===== config.mk =====
export PLATFORM = sky130hd
export DESIGN_NAME = bp_be_prefetch_scheduler
export DESIGN_NICKNAME = d
export VERILOG_FILES = /design/src/rtl/bp_be_prefetch_scheduler_pkg.sv /design/src/rtl/bsg_arb_round_robin.sv /design/src/rtl/bp_be_prefetch_scheduler.sv
export SDC_FILE = /design/constraint.sdc
export NUM_CORES = 1
export LEC_CHECK = 0
export ABC_AREA = 0
export BUFFER_PORTS_ARGS = -buffer_cell sky130_fd_sc_hd__buf_4
export CORE_MARGIN = 4
export CORE_UTILIZATION = 37
export DETAILED_ROUTE_END_ITERATION = 8
export HOLD_SLACK_MARGIN = 0.08
export RECOVER_POWER = 50
export SLEW_MARGIN = 10
export SYNTH_ARGS = -nofsm -noshare
export SYNTH_HDL_FRONTEND = slang
export SYNTH_HIERARCHICAL = 1
export SYNTH_SLANG_ARGS = --single-unit

===== constraint.sdc =====
create_clock -name clk_i -period 25.4 [get_ports clk_i]
set_input_delay 1.27 -clock clk_i [delete_from_list [all_inputs] [get_ports clk_i]]
set_output_delay 1.27 -clock clk_i [all_outputs]
set_load 0.05 [all_outputs]

===== src/rtl/bp_be_prefetch_scheduler_pkg.sv =====
// Shared types and helpers for the back-end prefetch scheduler.
package bp_be_prefetch_scheduler_pkg;

  typedef enum logic {e_pf_idle, e_pf_issue} bp_be_pf_state_e;

  localparam int unsigned bp_default_vaddr_width_lp  = 39;
  localparam int unsigned bp_default_stride_width_lp = 8;

  // Index width that stays legal for single-entry configurations.
  function automatic int unsigned bp_safe_clog2(input int unsigned n);
    return (n > 1) ? $clog2(n) : 1;
  endfunction

endpackage


===== src/rtl/bsg_arb_round_robin.sv =====
// Round-robin arbiter: combinational grant starting after the last winner,
// pointer advanced only when the grant is consumed (yumi_i).
module bsg_arb_round_robin
  import bp_be_prefetch_scheduler_pkg::*;
  #(parameter int unsigned width_p = 4
   ,localparam int unsigned lg_width_lp = bp_safe_clog2(width_p))
  (input  logic                   clk_i
  ,input  logic                   reset_i
  ,input  logic [width_p-1:0]     reqs_i
  ,output logic                   v_o
  ,output logic [lg_width_lp-1:0] tag_o
  ,input  logic                   yumi_i
  );

  logic [lg_width_lp-1:0] last_q, last_d, cand;

  // Scan from the farthest offset down so the nearest requester after last_q wins.
  always_comb begin
    v_o   = 1'b0;
    tag_o = '0;
    cand  = '0;
    for (int k = width_p; k >= 1; k--) begin
      cand = last_q + lg_width_lp'(k);
      if (reqs_i[cand]) begin
        v_o   = 1'b1;
        tag_o = cand;
      end
    end
    last_d = (yumi_i & v_o) ? tag_o : last_q;
  end

  always_ff @(posedge clk_i) begin
    if (reset_i) last_q <= '0;
    else         last_q <= last_d;
  end

endmodule


===== src/rtl/bp_be_prefetch_scheduler.sv =====
// Turns stride-detector confirms into a bounded burst of prefetches per stream
// and round-robins the active streams onto one valid/ready port.
module bp_be_prefetch_scheduler
  import bp_be_prefetch_scheduler_pkg::*;
  #(parameter int unsigned vaddr_width_p       = bp_default_vaddr_width_lp
   ,parameter int unsigned stride_width_p      = bp_default_stride_width_lp
   ,parameter int unsigned streams_p           = 4
   ,parameter int unsigned degree_p            = 4
   ,parameter int unsigned page_offset_width_p = 12)
  (input  logic                      clk_i
  ,input  logic                      reset_i
  ,input  logic                      confirm_v_i
  ,input  logic [vaddr_width_p-1:0]  confirm_addr_i
  ,input  logic [stride_width_p-1:0] confirm_stride_i
  ,input  logic                      demand_v_i
  ,input  logic                      flush_i
  ,output logic                      pf_v_o
  ,output logic [vaddr_width_p-1:0]  pf_addr_o
  ,input  logic                      pf_ready_i
  ,output logic                      busy_o
  );

  localparam int unsigned page_width_lp = vaddr_width_p - page_offset_width_p;
  localparam int unsigned rem_width_lp  = $clog2(degree_p + 1);
  localparam int unsigned idx_width_lp  = bp_safe_clog2(streams_p);
  localparam logic [rem_width_lp-1:0] degree_lp = rem_width_lp'(degree_p);

  typedef struct packed {
    logic                      v;
    logic [vaddr_width_p-1:0]  next_addr;
    logic [stride_width_p-1:0] stride;
    logic [page_width_lp-1:0]  page;
    logic [rem_width_lp-1:0]   remaining;
  } bp_be_pf_stream_s;

  function automatic logic [vaddr_width_p-1:0] sext(input logic [stride_width_p-1:0] s);
    return {{(vaddr_width_p-stride_width_p){s[stride_width_p-1]}}, s};
  endfunction

  bp_be_pf_stream_s          tbl_q [streams_p];
  bp_be_pf_stream_s          tbl_d [streams_p];
  bp_be_pf_state_e           state_q, state_d;
  logic                      pf_v_q, pf_v_d;
  logic [vaddr_width_p-1:0]  pf_addr_q, pf_addr_d;
  logic [idx_width_lp-1:0]   lat_q, lat_d, vp_q, vp_d;
  logic                      kill_q, kill_d;

  logic                      conf_ok, hit_v, free_v, hit, alloc_we;
  logic [idx_width_lp-1:0]   hit_idx, free_idx, alloc_idx;
  logic [vaddr_width_p-1:0]  conf_target;
  logic [page_width_lp-1:0]  conf_page;

  logic                      hs, hs_live, hs_upd, hs_page_ok;
  logic [vaddr_width_p-1:0]  hs_addr;
  logic [rem_width_lp-1:0]   hs_rem;
  logic [streams_p-1:0]      elig, elig_eff;
  logic                      arb_v, launch;
  logic [idx_width_lp-1:0]   arb_tag;
  logic [vaddr_width_p-1:0]  launch_addr;

  // Confirm lookup and allocation, all against the pre-cycle table.
  always_comb begin
    conf_ok     = confirm_v_i & (confirm_stride_i != '0);
    conf_target = confirm_addr_i + sext(confirm_stride_i);
    conf_page   = confirm_addr_i[vaddr_width_p-1:page_offset_width_p];
    hit_v    = 1'b0;
    hit_idx  = '0;
    free_v   = 1'b0;
    free_idx = '0;
    for (int i = streams_p - 1; i >= 0; i--) begin
      if (tbl_q[i].v && (tbl_q[i].stride == confirm_stride_i)
          && (tbl_q[i].next_addr == conf_target)) begin
        hit_v   = 1'b1;
        hit_idx = idx_width_lp'(i);
      end
      if (!tbl_q[i].v) begin
        free_v   = 1'b1;
        free_idx = idx_width_lp'(i);
      end
    end
    hit       = conf_ok & hit_v;
    alloc_we  = conf_ok & ~hit_v;
    alloc_idx = free_v ? free_idx : vp_q;
    vp_d      = vp_q;
    if (alloc_we && !free_v)
      vp_d = (vp_q == idx_width_lp'(streams_p - 1)) ? '0 : vp_q + 1'b1;
  end

  // Handshake effect on the latched entry. Arbitration sees the post-handshake
  // view of that entry so a back-to-back relaunch never reuses a stale address.
  always_comb begin
    hs         = (state_q == e_pf_issue) & pf_v_q & pf_ready_i;
    hs_live    = hs & ~kill_q;
    hs_upd     = hs_live & ~(alloc_we & (alloc_idx == lat_q));
    hs_addr    = tbl_q[lat_q].next_addr + sext(tbl_q[lat_q].stride);
    hs_rem     = tbl_q[lat_q].remaining - rem_width_lp'(1);
    hs_page_ok = hs_addr[vaddr_width_p-1:page_offset_width_p] == tbl_q[lat_q].page;
    for (int i = 0; i < streams_p; i++)
      elig[i] = tbl_q[i].v & (tbl_q[i].remaining != '0);
    elig_eff = elig;
    if (hs_live) elig_eff[lat_q] = hs_page_ok & (hs_rem != '0);
  end

  bsg_arb_round_robin #(.width_p(streams_p)) arb
    (.clk_i   (clk_i)
    ,.reset_i (reset_i)
    ,.reqs_i  (elig_eff)
    ,.v_o     (arb_v)
    ,.tag_o   (arb_tag)
    ,.yumi_i  (launch)
    );

  assign launch_addr = (hs_live && (arb_tag == lat_q)) ? hs_addr : tbl_q[arb_tag].next_addr;

  always_comb begin
    state_d   = state_q;
    pf_v_d    = pf_v_q;
    pf_addr_d = pf_addr_q;
    launch    = 1'b0;
    case (state_q)
      e_pf_idle: begin
        if (arb_v && !demand_v_i) launch = 1'b1;
      end
      e_pf_issue: begin
        if (hs) begin
          if (arb_v && !demand_v_i) launch = 1'b1;
          else begin
            state_d = e_pf_idle;
            pf_v_d  = 1'b0;
          end
        end
      end
      default: state_d = e_pf_idle;
    endcase
    if (launch) begin
      state_d   = e_pf_issue;
      pf_v_d    = 1'b1;
      pf_addr_d = launch_addr;
    end
    if (flush_i) begin
      state_d   = e_pf_idle;
      pf_v_d    = 1'b0;
      pf_addr_d = '0;
      launch    = 1'b0;
    end

    // A replaced in-flight entry must not receive that request's update.
    lat_d  = lat_q;
    kill_d = kill_q;
    if (launch) begin
      lat_d  = arb_tag;
      kill_d = alloc_we && (alloc_idx == arb_tag);
    end else if ((state_q == e_pf_issue) && alloc_we && (alloc_idx == lat_q)) begin
      kill_d = 1'b1;
    end
    if (flush_i) kill_d = 1'b0;
  end

  always_comb begin
    for (int i = 0; i < streams_p; i++) begin
      tbl_d[i] = tbl_q[i];
      if (hit && (hit_idx == idx_width_lp'(i))) tbl_d[i].remaining = degree_lp;
      if (hs_upd && (lat_q == idx_width_lp'(i))) begin
        tbl_d[i].next_addr = hs_addr;
        if (hit && (hit_idx == idx_width_lp'(i))) begin
          tbl_d[i].remaining = degree_lp;
          tbl_d[i].v         = hs_page_ok;
        end else begin
          tbl_d[i].remaining = hs_rem;
          tbl_d[i].v         = hs_page_ok & (hs_rem != '0);
        end
      end
      if (alloc_we && (alloc_idx == idx_width_lp'(i))) begin
        tbl_d[i].v         = conf_target[vaddr_width_p-1:page_offset_width_p] == conf_page;
        tbl_d[i].next_addr = conf_target;
        tbl_d[i].stride    = confirm_stride_i;
        tbl_d[i].page      = conf_page;
        tbl_d[i].remaining = degree_lp;
      end
      if (flush_i) tbl_d[i].v = 1'b0;
    end
  end

  always_ff @(posedge clk_i) begin
    if (reset_i) begin
      state_q   <= e_pf_idle;
      pf_v_q    <= 1'b0;
      pf_addr_q <= '0;
      lat_q     <= '0;
      kill_q    <= 1'b0;
      vp_q      <= '0;
      for (int i = 0; i < streams_p; i++) tbl_q[i] <= '0;
    end else begin
      state_q   <= state_d;
      pf_v_q    <= pf_v_d;
      pf_addr_q <= pf_addr_d;
      lat_q     <= lat_d;
      kill_q    <= kill_d;
      vp_q      <= vp_d;
      tbl_q     <= tbl_d;
    end
  end

  assign pf_v_o    = pf_v_q;
  assign pf_addr_o = pf_addr_q;
  assign busy_o    = (|elig) | pf_v_q;

endmodule

==> results of run 1 <==
-- sequential cells by signal (all words and copies together) (netlist names) --
signal and count:
pf_v_o 1, state_q 1, tbl_q 312, lat_q 2
vp_q 2, arb/last_q 2, pf_addr_o 39, kill_q 1
-- stage by stage --
step	utilization [%]	worst slack, ns	total power [mW]	cell area [um^2]
finish	40.70	12.85	1.744	29840
CTS	41.23	15.14	1.738	30230
detailed placement	39.17	15.21	1.070	28730
floorplan	-	15.84	0.9109	27510
global placement	39.17	15.41	1.072	28730
global route	40.70	12.53	1.793	29840
-- cells in the final DEF (no fill, tap or decap), drive strengths merged, types with 39 or more instances in the layout --
cell type    n
a211oi     163
a21oi      166
buf         84
clkbuf     111
dfxtp      360
ha          79
inv         39
mux2i      169
mux4       116
nand2      192
nand3       44
nand4       66
nor2       418
nor3        43
nor4        55
o211ai      58
o21ai      144
or3         46
xnor2      192
xor2        91
-- worst min-delay path by stage --
stage / slack [ns] / to / startpoint / depth (start not counted)
finish: 0.49 / tbl_q[178] / tbl_q[178] / 2
global route: 0.51 / tbl_q[106] / tbl_q[106] / 2
CTS: 0.49 / tbl_q[161] / tbl_q[161] / 2
detailed placement: 0.48 / tbl_q[161] / tbl_q[161] / 2
global placement: 0.47 / tbl_q[169] / tbl_q[169] / 2
floorplan: 0.45 / tbl_q[107] / tbl_q[107] / 2
-- kinds of logic (layout without fill, tap and decap cells) --
group                      count (synthesis)  after routing  synth area share [%]
and+or+nand+nor                         1032           1032                 18.66
buffers and inverters                    275            249                 4.489
adders and majority gates                 81             81                 3.739
AOI/OAI and AO/OA                        740            740                 19.39
muxes                                    296            296                 16.10
xor gates and xnor gates                 310            310                 11.42
DFF                                      360            360                 26.20
-- final cells by class --
cell class | instances | area [um^2] | area share [%]
tap | 959 | 1200 | 4.020
sequential | 360 | 7214 | 24.17
clock buffer | 62 | 1280 | 4.289
multi-input combinational | 2459 | 18960 | 63.52
timing repair buffer | 133 | 822.0 | 2.754
inverter | 38 | 142.6 | 0.4779
clock inverter | 16 | 229.0 | 0.7672
-- power groups by stage --
| stage | Sequential [mW] | Clock [mW] | Combinational [mW] |
|---|---|---|---|
| after floorplan | 0.594 | 0 | 0.317 |
| after global routing | 0.590 | 0.695 | 0.508 |
| after global placement | 0.601 | 0 | 0.471 |
| after CTS | 0.589 | 0.677 | 0.472 |
| final | 0.590 | 0.668 | 0.487 |
| after detailed placement | 0.601 | 0 | 0.469 |
-- routing by layer --
metal	GRT usage [%]	part of all wire, %	up-vias
met5	0	0	-
met4	13.44	5.7	0
met3	5.973	11	263
met2	39.68	42	1426
met1	37.49	42	12490
li1	-	-	11460
-- critical path: stages --
cell and delay, ns:
clkbuf_1 1.70, ha_1 0.70, a21oi_1 0.35, o221ai_1 0.18, clkbuf_1 0.26, nor2_1 0.68, o21a_1 0.45, xor2_1 0.91
xnor2_1 0.32, nor4_1 0.12, nand4_1 0.29, nand2_1 0.26, nor4_1 0.39, clkbuf_1 1.97, clkbuf_1 2.54, mux2_2 0.52
nor2_1 0.04
==> metrics.md, run 1 <==
| Metric | Value |
|---|---|
| Status | finished with violations |
| Failing checks | capacitance limit, slew limit |
| Hold crit path type | register to register |
| Critical Path Sink | tbl_q[39] |
| Synth cell types | 106 |
| Logic pwr share | 27.9% |
| Vias/cell | 6.367 |
| Post-synthesis register bit count | 360 |
| RR Endpoint | pf_addr_o[19] |
| Starting DRT DRC Count | 3139 |
| Fmax | 79.69 MHz |
| Horizontal die dimension | 280.7 um |
| DRT Pass-1 Iters | 7 |
| # rows | 99 |
| P_leak | 10.10 nW |
| R2R setup slack | between 15 and 20 ns |
| Filler cells | 7438 |
| Final setup TNS | 0 ns |
| Most frequent cell after synthesis | nor2_1 |
| Net Count, Synth | 3228 |
| RSZ-0062 raised after global routing | no |
| Min Tclk post-route | 12.55 ns |
| Max IR drop VDD | 0.00004837 V |
| Slew Limit Fails | 347 |
| CP arrival | 13.00 ns |
| Asr flop ratio synth | 0% |
| Setup-failing EPs final | 0 |
| Sw Ratio | 34.54% |
| Worst-Skew Late Latency | 0.61 ns |
| Data required, critical path | 25.85 ns |
| Antenna Violating Nets Remaining | 0 |
| Pint | 1.142 mW |
| Pin count of the biggest net entering global routing | 95 |
| Overflow after GRT | 0 |
| Clk network pwr share | between 30% and 40% |
| Clk slew on worst S/H paths | 0.06 ns |
| HPWL after DPL | 80.21 mm |
| Vias in the first global route | 23800 |
| Post-synth top area cell | dfxtp_1 |
| Synth top area share | 26.20% |
| Worst Tran Pin Value | 3.925 ns |
| Worst-path maximum fanout | 45 |
| DRC Markers | 0 |
| Switching Power | 0.6025 mW |
| Root Driver | clkbuf_16 |
| Fin nets | 3170 |
| Reg2reg path depth | 26 |
| CP Class | input pin to register |
| Post-placement cell count | approximately 4000 |
| I/O Buffers | 93 |
| Non-filler instance count after layout | 4027 |
| Initial core utilization | 37.51% |
| Synth warn | 6 |
| Post-CTS Setup Inserts | 0 |
| Critical path origin | confirm_stride_i[7] |
| Final-report hold violation count | 0 |
| Gpl congestion | approximately 1.0 |
| Most frequent cells after synthesis | nor2_1, dfxtp_1, nand2_1, xnor2_1, mux2i_1 |
| Via count | 25640 |
| Startpoint types | input pin |
| # diodes | 0 |
| Die height | ~280 um |
| Clock Sink Count | 360 |
| Clock tree from TritonCTS | yes |
| Syn avg cell area | 8.891 um^2 |
| Cells after Synth | ~3100 |
| Hold buffer count at CTS | 0 |
| Post-DR wirelength/cell | 27.32 um |
| Post-synth top flop | dfxtp_1 |
| Core area | around 0.073 mm^2 |
| CTS H-Tree Depth | 2 |
| Full die area | 0.07877 mm^2 |
| Slew HR | -161.7% |
| Max-cap violations | 8 |
| Worst r2r src | lat_q[0] |
| All-Layer GR Usage | between 20 and 30% |
| Flop pwr share | 33.8% |
| CTS max path bufs | 3 |
| Initial antenna violation count | 0 |
| Worst Skew | 0.03549 ns |
| Post-synthesis sequential area ratio | 26.20% |
| First-pass GRT wire length | 160.8 mm |
| WHS | 0.4850 ns |
| Synth Cell Area | 0.02751 mm^2 |
| Power Dens Cells | around 60 mW/mm^2 |
| TritonCTS Buffers | 44 |
| Tcrit/Tclk final | 49.40% |
| # resized after CTS | 0 |
| Drt total wl | ~110 mm |
| Share of layout cells above drive strength 1 | about an eighth |
| P&R area growth vs syn | 8.497% |
| Post-synth EDFFs | 0 |
| I/O pin total | 94 |
| Synth top area cells | dfxtp_1, mux4_2, mux2i_1 |
| Worst Setup End Kind | register |
Power figures use the tool's default switching activity.
==> run 2: changes to the inputs <==
==> constraint.sdc (replaced) <==
create_clock -name clk_i -period 11.1 [get_ports clk_i]
set_input_delay 0.555 -clock clk_i [delete_from_list [all_inputs] [get_ports clk_i]]
set_output_delay 0.555 -clock clk_i [all_outputs]
set_load 0.05 [all_outputs]
==> run 2 against run 1 <==
The run still ends with capacitance limit, slew limit left. Sequential share of layout area down 0.056 points. Hold slack worse by 0.21 ns. Power up 120%. Core utilization up 0.094 points. Non-clock buffer count up 4. Register-to-register slack worse by 13 ns. Clock power up 110%. Via count down 0.82%. Wire length up 0.85%. First-iteration DRC count down 3.0%. Combinational power up 130%. Clock skew up 0.0026 ns. Highest routed layer is now met5.
==> metrics.md, run 2 (synthesis gave the netlist of run 1 again) <==
| Metric | Value |
|---|---|
| Power Dens Cells | 130.2 mW/mm^2 |
| Core area | 0.07333 mm^2 |
| Horizontal die dimension | 280.7 um |
| HPWL after DPL | around 81 mm |
| Final-report hold violation count | 0 |
| Initial core utilization | 37.51% |
| Filler cells | around 7500 |
| Register Area | 0.007214 mm^2 |
| Fin nets | 3172 |
| P&R area growth vs syn | 8.747% |
| Overall power | 3.894 mW |
| Via count | about 25000 |
| Hold buffer count at CTS | 0 |
| GRT busiest layer | met2 |
| Max IR drop VDD | roughly 0.00011 V |
| Worst Tran Pin Value | 3.587 ns |
| Worst-path maximum fanout | 48 |
| Most flops, register | tbl_q |
| Antenna Violating Nets Remaining | 0 |
| Hold crit path type | input pin to register |
| Initial antenna violation count | 6 |
| Clock Sink Count | 360 |
| CP arrival | approximately 11 ns |
| Grt met3 use | 5.250% |
| Starting DRT DRC Count | between 3000 and 4000 |
| M2 GR Usage | between 40% and 50% |
| CTS max path bufs | 3 |
| R2R setup slack | 1.86 ns |
| DRC Markers | 0 |
| Fmax | 98.48 MHz |
| Final setup TNS | 0 ns |
| # resized after CTS | 0 |
| Tcrit/Tclk final | around 91% |
| Clk slew on worst S/H paths | 0.06 ns |
| Startpoint types | input pin |
| Post-CTS Setup Inserts | 0 |
| Post-DR wirelength/cell | 27.55 um |
| Pin count of the biggest net entering global routing | 90 |
| # rows | 99 |
| Failing checks | capacitance limit, slew limit |
| TritonCTS Buffers | 42 |
| Area of the multi-input gates | 0.01911 mm^2 |
| All-Layer GR Usage | 27.39% |
| Hold depth | 3 |
| Gpl congestion | 1.019 |
| RSZ-0062 raised after global routing | no |
| Data required, critical path | roughly 12 ns |
| CTS H-Tree Depth | 2 |
| Worst Setup End Kind | register |
| Status | finished with violations |
| Vias/cell | ~6.3 |
| Clock tree from TritonCTS | yes |
| Die height | ~280 um |
| Commonest cells after routing, fill and taps aside | nor2_1, dfxtp_1, nand2_1 |
| Setup-failing EPs final | 0 |
| Full die area | between 0.07 and 0.08 mm^2 |
| Root Driver | clkbuf_16 |
| Most common cell after layout, fill and taps aside | nor2_1 |
| P_leak | 10.09 nW |
| DRT Pass-1 Iters | 6 |
| Worst Skew | 0.03809 ns |
| GR Util met1 | 38.58% |
| Slew HR | -139.1% |
| Min Tclk post-route | 10.15 ns |
| First-pass GRT wire length | 162.5 mm |
| Max reg flops | 312 |
| CP Class | input pin to register |
| I/O pin total | 94 |
| I/O Buffers | 93 |
| Drt total wl | 111.0 mm |
| Reg2reg path depth | 24 |
| Slew Limit Fails | between 200 and 300 |
| Share of layout cells above drive strength 1 | 12.69% |
| Vias in the first global route | 23440 |
| Worst-Skew Late Latency | 0.60 ns |
| Max-cap violations | 6 |
| Overflow after GRT | 0 |
==> run 2: cell type report <==
class	count	area share (%)
Multi-Input combinational cell	2459	63.90
Sequential cell	360	24.12
Clock buffer	58	4.015
Tap cell	959	4.011
Timing Repair Buffer	137	2.911
Clock inverter	14	0.5521
Inverter	38	0.4768
Antenna cell	2	0.01673
==> run 2: worst paths after layout <==
| kind | from | to |
|---|---|---|
| setup / recovery | confirm_stride_i[7] | tbl_q[117] |
| hold / removal | confirm_addr_i[27] | tbl_q[252] |
| setup reg to reg | lat_q[0] | pf_addr_o[26] |
| hold reg to reg | tbl_q[180] | tbl_q[180] |
==> run 2: report_power, final <==
part	total, mW	internal (mW)	switching [mW]
registers	1.35	1.31	0.0338
logic	1.12	0.380	0.744
clock network	1.42	0.823	0.599
total	3.89	2.52	1.38
==> run 2: stage by stage <==
stage	instance area [um^2]	cells	worst slack, ns	hold slack (ns)	utilization (%)
floorplan	27510	3094	1.537	0.4546	-
global placement	28780	3953	2.106	0.4687	39.24
detailed placement	28780	3953	1.992	0.4777	39.24
CTS	30140	4025	1.965	0.2587	41.10
global route	29910	4025	0.6573	0.2763	40.79
finish	29910	4027	0.9452	0.2751	40.79
==> run 2: per-layer routing <==
metal | share of wire (%) | up-vias | routed length [um]
met5 | 0.053 | - | 59
li1 | - | 11450 | -
met1 | 42 | 12420 | 46700
met3 | 10 | 243 | 11240
met4 | 5.0 | 8 | 5556
met2 | 43 | 1307 | 47410
==> run 2: critical path: stages <==
cell and delay, ns:
clkbuf_1 1.66, ha_1 0.70, a21oi_1 0.36, o221ai_1 0.18, clkbuf_1 0.27, nor2_1 0.73
o21a_1 0.45, xor2_1 0.94, xnor2_1 0.37, nor4_1 0.14, nand4_1 0.27, nand2_1 0.26
nor4_1 0.56, clkbuf_1 1.80, buf_4 0.90, mux2_2 0.41, nor2_1 0.08
